**config.mk**
```make
export PLATFORM = sky130hd
export DESIGN_NAME = conditional_sum_adder
export DESIGN_NICKNAME = d
export VERILOG_FILES = /design/src/rtl/conditional_sum_adder.sv
export SDC_FILE = /design/constraint.sdc
export NUM_CORES = 1
export LEC_CHECK = 0
export BUFFER_PORTS_ARGS = -buffer_cell sky130_fd_sc_hd__buf_2
export CAP_MARGIN = 20
export CORE_UTILIZATION = 25
export DETAILED_ROUTE_END_ITERATION = 16
export PLACE_DENSITY = 0.48
export SYNTH_ARGS = -nofsm -noshare
export SYNTH_HDL_FRONTEND = slang
export SYNTH_SLANG_ARGS = --single-unit
```
**constraint.sdc**
```tcl
create_clock -name clk -period 1.3 [get_ports clk]
set_clock_uncertainty 0.05 [all_clocks]
set_input_delay 0.195 -clock clk [delete_from_list [all_inputs] [get_ports clk]]
set_output_delay 0.195 -clock clk [all_outputs]
set_load 0.1 [all_outputs]
```
**src/rtl/conditional_sum_adder.sv**
```systemverilog
// Registered WIDTH-bit conditional-sum adder: every bit precomputes its sum and carry
// for both carry-in assumptions, and a log2(WIDTH)-level mux tree merges the blocks.
module conditional_sum_adder #(
  parameter int WIDTH = 8
) (
  input  logic             clk,
  input  logic             rst_n,
  input  logic [WIDTH-1:0] x,
  input  logic [WIDTH-1:0] y,
  input  logic             c0,
  output logic [WIDTH-1:0] S,
  output logic             cOut
);

  // WIDTH must be a power of two and at least 2; the merge tree assumes exact halving.
  localparam int LEVELS = $clog2(WIDTH);

  genvar k, j;

  // Level k holds WIDTH/2^k blocks of 2^k bits. Each block carries a conditional sum and
  // carry for carry-in 0 (ss0/cc0) and carry-in 1 (ss1/cc1).
  generate
    for (k = 0; k <= LEVELS; k++) begin : g_lvl
      localparam int BLK = 1 << k;
      localparam int NB  = WIDTH / BLK;

      logic [WIDTH-1:0] ss0;
      logic [WIDTH-1:0] ss1;
      logic [NB-1:0]    cc0;
      logic [NB-1:0]    cc1;

      if (k == 0) begin : g_leaf
        assign ss0 = x ^ y;
        assign ss1 = ~(x ^ y);
        assign cc0 = x & y;
        assign cc1 = x | y;
      end else begin : g_merge
        localparam int HALF = BLK / 2;

        for (j = 0; j < NB; j++) begin : g_blk
          logic lo_c0;
          logic lo_c1;

          assign lo_c0 = g_lvl[k-1].cc0[2*j];
          assign lo_c1 = g_lvl[k-1].cc1[2*j];

          // Lower half passes through unchanged.
          assign ss0[j*BLK +: HALF] = g_lvl[k-1].ss0[j*BLK +: HALF];
          assign ss1[j*BLK +: HALF] = g_lvl[k-1].ss1[j*BLK +: HALF];

          // Upper half is picked by the lower half's carry under the same assumption.
          assign ss0[j*BLK+HALF +: HALF] = lo_c0 ? g_lvl[k-1].ss1[j*BLK+HALF +: HALF]
                                                 : g_lvl[k-1].ss0[j*BLK+HALF +: HALF];
          assign ss1[j*BLK+HALF +: HALF] = lo_c1 ? g_lvl[k-1].ss1[j*BLK+HALF +: HALF]
                                                 : g_lvl[k-1].ss0[j*BLK+HALF +: HALF];

          assign cc0[j] = lo_c0 ? g_lvl[k-1].cc1[2*j+1] : g_lvl[k-1].cc0[2*j+1];
          assign cc1[j] = lo_c1 ? g_lvl[k-1].cc1[2*j+1] : g_lvl[k-1].cc0[2*j+1];
        end
      end
    end
  endgenerate

  logic [WIDTH-1:0] sum_next;
  logic             carry_next;

  // Final stage: the real carry-in chooses between the two full-width results.
  assign sum_next   = c0 ? g_lvl[LEVELS].ss1    : g_lvl[LEVELS].ss0;
  assign carry_next = c0 ? g_lvl[LEVELS].cc1[0] : g_lvl[LEVELS].cc0[0];

  always_ff @(posedge clk or negedge rst_n) begin
    if (!rst_n) begin
      S    <= '0;
      cOut <= 1'b0;
    end else begin
      S    <= sum_next;
      cOut <= carry_next;
    end
  end

endmodule

```
==> impl_results.md, run 1 <==
* Least-Margin Pin Slew at ~0.49 ns
* Die X at 63.35 um
* I/O pin count at 28
* Max Slew Vio Count at 0
* Share of layout cells above drive strength 1 at 0.4667
* Max Freq at a little over 700 MHz
* Initial antenna violation count at 0
* Core area at between 3000 and 4000 um2
* Post-route minimum period at 1.396 ns
* Synth top area cells: dfrtp_1, ha_1, inv_1
* Worst Hold Class: primary input to flip-flop
* Arr. time, crit path at ~1.5 ns
* DRT Wirelength at 1960 um
* CTS Buffer Depth at 2
* Worst Setup Path Type: primary input to flip-flop
* Area of the multi-input gates at 784.5 um2
* Routability cong. at around 0.80
* Outcome: finished, violations left
* Ant diodes at 0
* Worst-path fanout max at 5
* Yosys Warn Count at 0
* DIE HEIGHT at around 63 um
* Sequential Area at 225.2 um2
* Kind of end point of the critical path: flip-flop
* Area after DPL at roughly 1300 um2
* Pwr per Cell Area at between 1000 and 1500 nW/um2
* Netlist cell types at 33
* Rel. slew slack at 0.6776
* Failing checks: negative setup slack
* H-tree levels at 1
* Data required, critical path at 1.36 ns
* 1st-pass router iterations at 4
* Area of the die at 4013 um2
* CTS buffer count at 3
* Initial Util at 0.2713
* Nets at about 190
* Top cell type by total area after synthesis: dfrtp_1
* Largest net degree at the start of global routing at 10
* Routed length per instance at ~10 um
* RSZ-0062 raised after global routing: yes
* Synth Register Bits at 9
* Number of nets still failing antenna checks after routing at 0
* Clock tree sinks at 9
* Crit start category: primary input
* Post-synthesis net count at roughly 140
* Root buffer cell: clkbuf_8
* Maximum vdd ir drop at around 0.32 mV
* Pre-CTS setup slack at -0.3689 ns
* Share of the synthesized area in the top cell type at 0.2394
* Post-DP HPWL at approximately 1700 um
* Layout overhead on the synthesized area at 60.90%
* GRT Total Usage at 0.1040
* Worst-path clk slew at around 0.04 ns
* IO Port Bufs at 27
* Final worst setup slack at -0.09564 ns
* Seq/Total Area, Yosys at 0.2394
* DRC Markers at 0
* Cell count after synthesis at 108
* Fillers at 350
* Hold Fails Final Rpt at 0
* Vias in the first global route at ~800
* TritonCTS clock tree: yes
* Final setup violation count at 6
* Static Leak at 0.0007047 uW
* Fin area at 1514 um2
* Tcrit/Tclk final at 1.074
* Via count at around 840
* Total gr overflow at 0
* Initial DRC Count at 17
* First-pass GRT wire length at 3270 um
* Row count at 21
* Vias/cell at ~4.3
* Avg Synthesized Cell Area at approximately 8.7 um2
* Post-Syn Area at around 940 um2
* Maxcap violations at 0
-- layer usage --
| metal | global-route usage | vias to the layer above | wire [um] |
|---|---|---|---|
| met5 | 0 | - | 0 |
| met4 | 0.05114 | 0 | 27 |
| met3 | 0.01268 | 4 | 93 |
| met2 | 0.1676 | 23 | 923 |
| met1 | 0.1358 | 364 | 915 |
| li1 | - | 448 | - |
-- logic make-up after synthesis --
| logic type | after synthesis | share of synthesized area |
|---|---|---|
| adder cells (fa/ha/maj) | 16 | 0.2128 |
| AO/OA/AOI/OAI | 21 | 0.1556 |
| XOR/XNOR | 5 | 0.04655 |
| multiplexers | 2 | 0.02526 |
| flip-flops | 9 | 0.2394 |
| buffers and inverters | 18 | 0.07180 |
| AND/OR/NAND/NOR | 37 | 0.2487 |
-- worst max-delay path, stage by stage --
cell	delay [ns]
buf_8	0.10
ha_4	0.15
or3_4	0.39
a211oi_4	0.23
or2_4	0.19
nor2_4	0.05
xor2_1	0.15
-- what timing repair did --
action | CTS | global route
gates resized for setup | 20 | 14
pin swaps | 13 | 7
setup buffers | 1 | 1
hold endpoints to repair | 9 | 0
hold buffers | 1 | 0
setup endpoints to repair | 6 | 7
-- cells in the mapped netlist --
cell       number
xor2_1          3
a211oi_1        1
o21ai_0         5
nor2_2          1
a2bb2oi_1       1
nor2b_1         2
nor3b_1         2
nand3_1         1
xnor2_1         2
o22ai_1         1
ha_1           16
and3_1          2
a21oi_1         2
and2_1          2
nor2_4          1
o21a_1          2
or3b_1          1
nor2_1          5
nor2b_4         2
nor3_1          4
mux2i_2         1
nand2b_1        2
o22a_1          1
o211ai_1        7
or3_1           1
nand2_1         5
or2_4           2
a211oi_2        1
or2_2           1
mux2i_1         1
nand3b_1        3
dfrtp_1         9
inv_1          18
-- cell type report --
type,count,share of cell area
Multi-Input combinational cell,81,0.5182
Clock buffer,4,0.02975
Inverter,18,0.04793
Tap cell,46,0.03802
Timing Repair Buffer,38,0.2174
Sequential cell,9,0.1488
-- per-stage QoR --
stage / TNS, ns / utilization / hold slack, ns / total power (uW) / cells
detailed placement: -2.235 / 0.3806 / -0.003420 / 1302 / 190
finish: -0.3634 / 0.4365 / 0.2513 / 1658 / 196
floorplan: -0.7180 / - / -0.1506 / 1020 / 108
global route: -0.7167 / 0.4365 / 0.2667 / 1737 / 196
CTS: -0.2943 / 0.4185 / 0.2513 / 1646 / 196
global placement: -2.106 / 0.3806 / -0.001081 / 1293 / 190
-- sequential cells by signal (all words and copies together) (netlist names) --
| register | count |
|---|---|
| S | 8 |
| cOut | 1 |
-- cell usage in the layout, fill, tap and decap left out, types with 4 or more instances in the layout --
master,instances
buf_4,10
ha_1,8
ha_4,6
nor2_1,5
dfrtp_1,9
nand2_1,5
o211ai_1,7
buf_12,4
buf_2,17
inv_1,14
-- worst paths after layout --
path | start | to | slack (ns) | depth (start not counted)
max | x[2] | S[4]$_DFF_PN0_ | -0.1 | 7
min in group asynchronous | rst_n | S[5]$_DFF_PN0_ | 0.29 | 2
max in group asynchronous | rst_n | S[3]$_DFF_PN0_ | 0.74 | 2
min | c0 | S[0]$_DFF_PN0_ | 0.25 | 3
-- power breakdown --
group          switching (uW)  internal [uW]
clock network            93.7            212
registers                27.5            339
logic                     652            333
total                     773            885
(Power assumes the default switching activity.)
==> run 2, diff against run 1 <==
--- a/config.mk
+++ b/config.mk
@@ -8,8 +8,10 @@
 export BUFFER_PORTS_ARGS = -buffer_cell sky130_fd_sc_hd__buf_2
 export CAP_MARGIN = 20
 export CORE_UTILIZATION = 25
+export CTS_CLUSTER_SIZE = 40
 export DETAILED_ROUTE_END_ITERATION = 16
 export PLACE_DENSITY = 0.48
+export RECOVER_POWER = 25
 export SYNTH_ARGS = -nofsm -noshare
 export SYNTH_HDL_FRONTEND = slang
 export SYNTH_SLANG_ARGS = --single-unit
==> impl_results.md, run 2 (synthesis results as in run 1) <==
* Maxcap violations at 0 (unchanged)
* Maximum vdd ir drop at 0.3201 mV (about the same)
* Largest net degree at the start of global routing at 10 (unchanged)
* PnR Total Power at 1657 uW (about the same)
* CTS Buffer Depth at 2 (unchanged)
* Highest routed layer: met4
* Arr. time, crit path at 1.45 ns (about the same)
* Vias/cell at 4.281 (unchanged)
* Nets at 186 (unchanged)
* Rel. slew slack at 0.6777 (about the same)
* Start point of the critical path: x[2]
* Met3 wire len at 93 um (unchanged)
* Final worst setup slack at -0.09564 ns (unchanged)
* CTS buffer count at 3 (unchanged)
* Pwr per Cell Area at 1096 nW/um2 (about the same)
* Crit start category: primary input
* Ant diodes at 0 (unchanged)
* I/O pin count at 28 (unchanged)
* Initial Util at 0.2713 (unchanged)
* Worst-path clk slew at 0.04 ns (about the same)
* Number of nets still failing antenna checks after routing at 0 (unchanged)
* Initial antenna violation count at 0 (unchanged)
* Layout overhead on the synthesized area at 60.77% (about the same)
* Worst Setup Path Type: primary input to flip-flop
* Max Slew Vio Count at 0 (unchanged)
* TritonCTS clock tree: yes
* Routed length per instance at 9.990 um (-0.10%)
* 1st-pass router iterations at 4 (unchanged)
* RSZ-0062 raised after global routing: yes
* Commonest non-fill, non-tap cell in the layout: buf_2
* First-pass GRT wire length at 3270 um (unchanged)
* H-tree levels at 1 (unchanged)
* Share of layout cells above drive strength 1 at 0.4600 (-0.006667)
* Total gr overflow at 0 (unchanged)
* Number of flip-flops in the largest register at 8 (unchanged)
* IO Port Bufs at 27 (unchanged)
* Worst Hold Class: primary input to flip-flop
* Largest Register: S
* Failing checks: negative setup slack
* Worst-path fanout max at 5 (unchanged)
* Vias in the first global route at 788 (unchanged)
* Most frequent cells in the layout: buf_2, inv_1, buf_4, dfrtp_1, ha_1
* Metal-1 WL at 913 um (-0.22%)
* Total negative slack at -0.3634 ns (unchanged)
* Met2 WL at 923 um (unchanged)
* Max Freq at 716.5 MHz (unchanged)
* Least-Margin Pin Slew at 0.4868 ns (-0.0001243 ns)
* Row count at 21 (unchanged)
* Core area at 3468 um2 (unchanged)
* Regs by FF count: S x8, cOut x1
* GRT Total Usage at 0.1040 (unchanged)
* Root buffer cell: clkbuf_8
* Data required, critical path at 1.36 ns (about the same)
* Hold Path Origin: c0
* Routability cong. at 0.7959 (unchanged)
* Pre-CTS setup slack at -0.3689 ns (unchanged)
* Initial DRC Count at 17 (unchanged)
* Static Leak at 0.0007019 uW (-0.39%)
* DRT Wirelength at 1958 um (-0.10%)
* Outcome: finished, violations left
* Die X at 63.35 um (unchanged)
* Final setup violation count at 6 (unchanged)
* Hold Fails Final Rpt at 0 (unchanged)
* Post-DP HPWL at 1655 um (unchanged)
* Post-route minimum period at 1.396 ns (unchanged)
* Via count at 839 (unchanged)
* Area of the die at 4013 um2 (unchanged)
* Kind of end point of the critical path: flip-flop
* Clock tree sinks at 9 (unchanged)
* DRC Markers at 0 (unchanged)
* Tcrit/Tclk final at 1.074 (unchanged)
* DIE HEIGHT at 63.35 um (unchanged)
==> run 2: changes by cell type in the layout (fill, tap and decap cells not counted) <==
cell,delta
buf_2,-1
clkbuf_1,+1
==> run 2: worst max-delay path: stages <==
cell and delay [ns]:
buf_8 0.10, ha_4 0.15, or3_4 0.39, a211oi_4 0.23, or2_4 0.19, nor2_4 0.05
xor2_1 0.15
==> run 2: where the power goes <==
group / switching (uW) / total (uW) / internal (uW) / leakage, uW
clock network: 93.7 / 306 / 212 / 0.0000228
registers: 27.5 / 367 / 339 / 0.000107
logic: 652 / 985 / 333 / 0.000573
==> run 2: metal layers <==
layer	vias up	global-route usage
met2	23	0.1676
li1	448	-
met1	364	0.1358
met5	-	0
met4	0	0.05114
met3	4	0.01268
==> run 2: path summary, 6_finish.rpt <==
kind | slack (ns) | to | cells after the start
max | -0.1 | S[4]$_DFF_PN0_ | 7
min | 0.25 | S[0]$_DFF_PN0_ | 3
max in group asynchronous | 0.53 | S[3]$_DFF_PN0_ | 2
min in group asynchronous | 0.37 | S[5]$_DFF_PN0_ | 2
==> run 2: final cells by class <==
cell class	count	area, um2
timing repair buffer	38	327.8
sequential	9	225.2
multi-input combinational	81	784.5
tap	46	57.56
inverter	18	72.57
clock buffer	4	45.04
fill	351	1956
==> run 2: per-stage QoR <==
step / cells / hold WS, ns / area [um2] / util
after floorplan: 108 / -0.1506 / 999.7 / -
after global placement: 190 / -0.001081 / 1320 / 0.3806
after detailed placement: 190 / -0.003420 / 1320 / 0.3806
after CTS: 196 / 0.2513 / 1451 / 0.4185
after global routing: 196 / 0.2667 / 1513 / 0.4361
final: 196 / 0.2513 / 1513 / 0.4361
==> run 2: timing repair <==
action	4_1_cts	5_1_grt
endpoints found under the hold margin	9	0
gates resized for setup	20	14
hold buffers	1	0
setup buffers	1	1
pin swaps	13	7
endpoints found under the setup margin	6	7
==> run 3, diff against run 2 <==
--- a/config.mk
+++ b/config.mk
@@ -7,11 +7,15 @@
 export LEC_CHECK = 0
 export BUFFER_PORTS_ARGS = -buffer_cell sky130_fd_sc_hd__buf_2
 export CAP_MARGIN = 20
+export CELL_PAD_IN_SITES_DETAIL_PLACEMENT = 1
+export CELL_PAD_IN_SITES_GLOBAL_PLACEMENT = 2
 export CORE_UTILIZATION = 25
 export CTS_CLUSTER_SIZE = 40
 export DETAILED_ROUTE_END_ITERATION = 16
-export PLACE_DENSITY = 0.48
+export HOLD_SLACK_MARGIN = 0.06
+export PLACE_DENSITY = 0.72
 export RECOVER_POWER = 25
+export SLEW_MARGIN = 25
 export SYNTH_ARGS = -nofsm -noshare
 export SYNTH_HDL_FRONTEND = slang
 export SYNTH_SLANG_ARGS = --single-unit
==> impl_results.md, run 3 (synthesis results as in run 1) <==
* Outcome: finished, violations left
* Failing checks: negative setup slack
* Arr. time, crit path at 1.44 ns (about the same)
* DIE HEIGHT at 63.35 um (unchanged)
* Area of the die at 4013 um2 (unchanged)
* CTS buffer count at 3 (unchanged)
* Nets at 192 (+3.2%)
* Max Slew Vio Count at 0 (unchanged)
* CTS Buffer Depth at 2 (unchanged)
* Initial DRC Count at 22 (+5)
* Regs by FF count: S x8, cOut x1
* H-tree levels at 1 (unchanged)
* Worst hold endpoint: S[0]$_DFF_PN0_
* Number of flip-flops in the largest register at 8 (unchanged)
* Slowest CP cell: mux2i_4
* Worst-path fanout max at 5 (unchanged)
* Hold Fails Final Rpt at 0 (unchanged)
* Hold Crit Depth at 3 (unchanged)
* Row count at 21 (unchanged)
* Static Leak at 0.0007297 uW (+4.0%)
* Share of layout cells above drive strength 1 at 0.4936 (+0.03359)
* TritonCTS clock tree: yes
* First-pass GRT wire length at 3988 um (+22%)
* 1st-pass router iterations at 2 (-2)
* DRC Markers at 0 (unchanged)
* Initial antenna violation count at 0 (unchanged)
* Largest net degree at the start of global routing at 10 (unchanged)
* Final worst setup slack at -0.07824 ns (+0.01739 ns)
* Start point of the critical path: y[0]
* I/O pin count at 28 (unchanged)
* Routed length per instance at 12.25 um (+23%)
* Routability cong. at 0.8034 (+0.94%)
* GRT Total Usage at 0.1270 (+0.02301)
* Worst Hold Class: primary input to flip-flop
* Core area at 3468 um2 (unchanged)
* Area after DPL at 1290 um2 (-2.3%)
* Pwr per Cell Area at 1053 nW/um2 (-3.9%)
* Via count at 913 (+8.8%)
* IO Port Bufs at 27 (unchanged)
* Worst-path clk slew at 0.04 ns (about the same)
* Worst stage delay on the critical path at 0.28 ns (-0.11 ns)
* Worst Setup Path Type: primary input to flip-flop
* Crit start category: primary input
* Fin area at 1570 um2 (+3.8%)
* Post-DP HPWL at 1940 um (+17%)
* Commonest non-fill, non-tap cell in the layout: buf_2
* Maximum vdd ir drop at 0.2768 mV (-14%)
* Total negative slack at -0.3414 ns (+0.02198 ns)
* Least-Margin Pin Slew at 0.4868 ns (+0.00005007 ns)
* Crit-path cells: buf_8 > ha_4 > nor2b_4 > nor2_4 > mux2i_4 > mux2i_1 > xnor2_1
* Max Freq at 725.6 MHz (+1.3%)
* Number of nets still failing antenna checks after routing at 0 (unchanged)
* Hold Path Origin: c0
* Initial Util at 0.2713 (unchanged)
* RSZ-0062 raised after global routing: yes
* Total gr overflow at 0 (unchanged)
* Rel. slew slack at 0.6777 (about the same)
* Final setup violation count at 6 (unchanged)
* Vias/cell at 4.520 (+5.6%)
* Most frequent cells in the layout: buf_2, buf_4, inv_1, dfrtp_1
* Kind of end point of the critical path: flip-flop
* Ant diodes at 0 (unchanged)
* Post-route minimum period at 1.378 ns (-0.01739 ns)
* Layout overhead on the synthesized area at 66.89%
* Root buffer cell: clkbuf_8
* Data required, critical path at 1.36 ns (about the same)
* PnR Total Power at 1653 uW (-0.26%)
* Largest Register: S
* Clock tree sinks at 9 (unchanged)
* Tcrit/Tclk final at 1.060 (-0.01338)
* Vias in the first global route at 922 (+17%)
* DRT Wirelength at 2474 um (+26%)
* Die X at 63.35 um (unchanged)
* Maxcap violations at 0 (unchanged)
## run 3: power breakdown
group          internal, uW  switching [uW]  total (uW)
Sequential              339            20.3         359
Combinational           317             673         990
Clock                   212            91.6         304
## run 3: worst max path at each step
stage               depth (start not counted)             end
global placement                            8  S[6]$_DFF_PN0_
detailed placement                          8  cOut$_DFF_PN0_
floorplan                                   6  S[4]$_DFF_PN0_
finish                                      7  S[3]$_DFF_PN0_
CTS                                         7  cOut$_DFF_PN0_
global route                                8  cOut$_DFF_PN0_
## run 3: stage by stage
stage	hold WS [ns]	util	setup slack, ns	std cells
6_report	0.2482	0.4527	-0.07824	202
5_1_grt	0.2614	0.4527	-0.1547	202
4_1_cts	0.2497	0.4315	-0.06763	199
3_5_place_dp	-0.005044	0.3719	-0.4032	190
3_3_place_gp	-0.005760	0.3719	-0.3568	190
2_1_floorplan	-0.1506	-	-0.1632	108
## run 3: critical path, delay by kind of cell
family	cells	cell delay, ns
adders and majority gates	1	0.15
buffers and inverters	1	0.11
muxes	2	0.52
and+or+nand+nor	2	0.27
xor gates and xnor gates	1	0.19
## run 3: repair_timing
item | 4_1_cts | 5_1_grt
endpoints found under the setup margin | 6 | 7
resized for setup | 32 | 17
hold buffers | 1 | 0
gates cloned | 0 | 0
setup buffers | 4 | 4
endpoints found under the hold margin | 9 | 0
pin swaps | 16 | 11
## run 3: layer usage
| layer | vias up | track usage | routed length (um) |
|---|---|---|---|
| met3 | 6 | 0.01630 | 68 |
| met5 | - | 0 | 0 |
| met4 | 0 | 0.04261 | 40 |
| met1 | 425 | 0.1485 | 1045 |
| li1 | 460 | - | - |
| met2 | 22 | 0.2340 | 1320 |
## run 3: area by class of cell
| cell class | instances | area, um2 |
|---|---|---|
| Timing Repair Buffer | 44 | 366.6 |
| Clock buffer | 4 | 45.04 |
| Tap cell | 46 | 57.56 |
| Multi-Input combinational cell | 81 | 795.8 |
| Fill cell | 413 | 1898 |
| Inverter | 18 | 80.08 |
| Sequential cell | 9 | 225.2 |
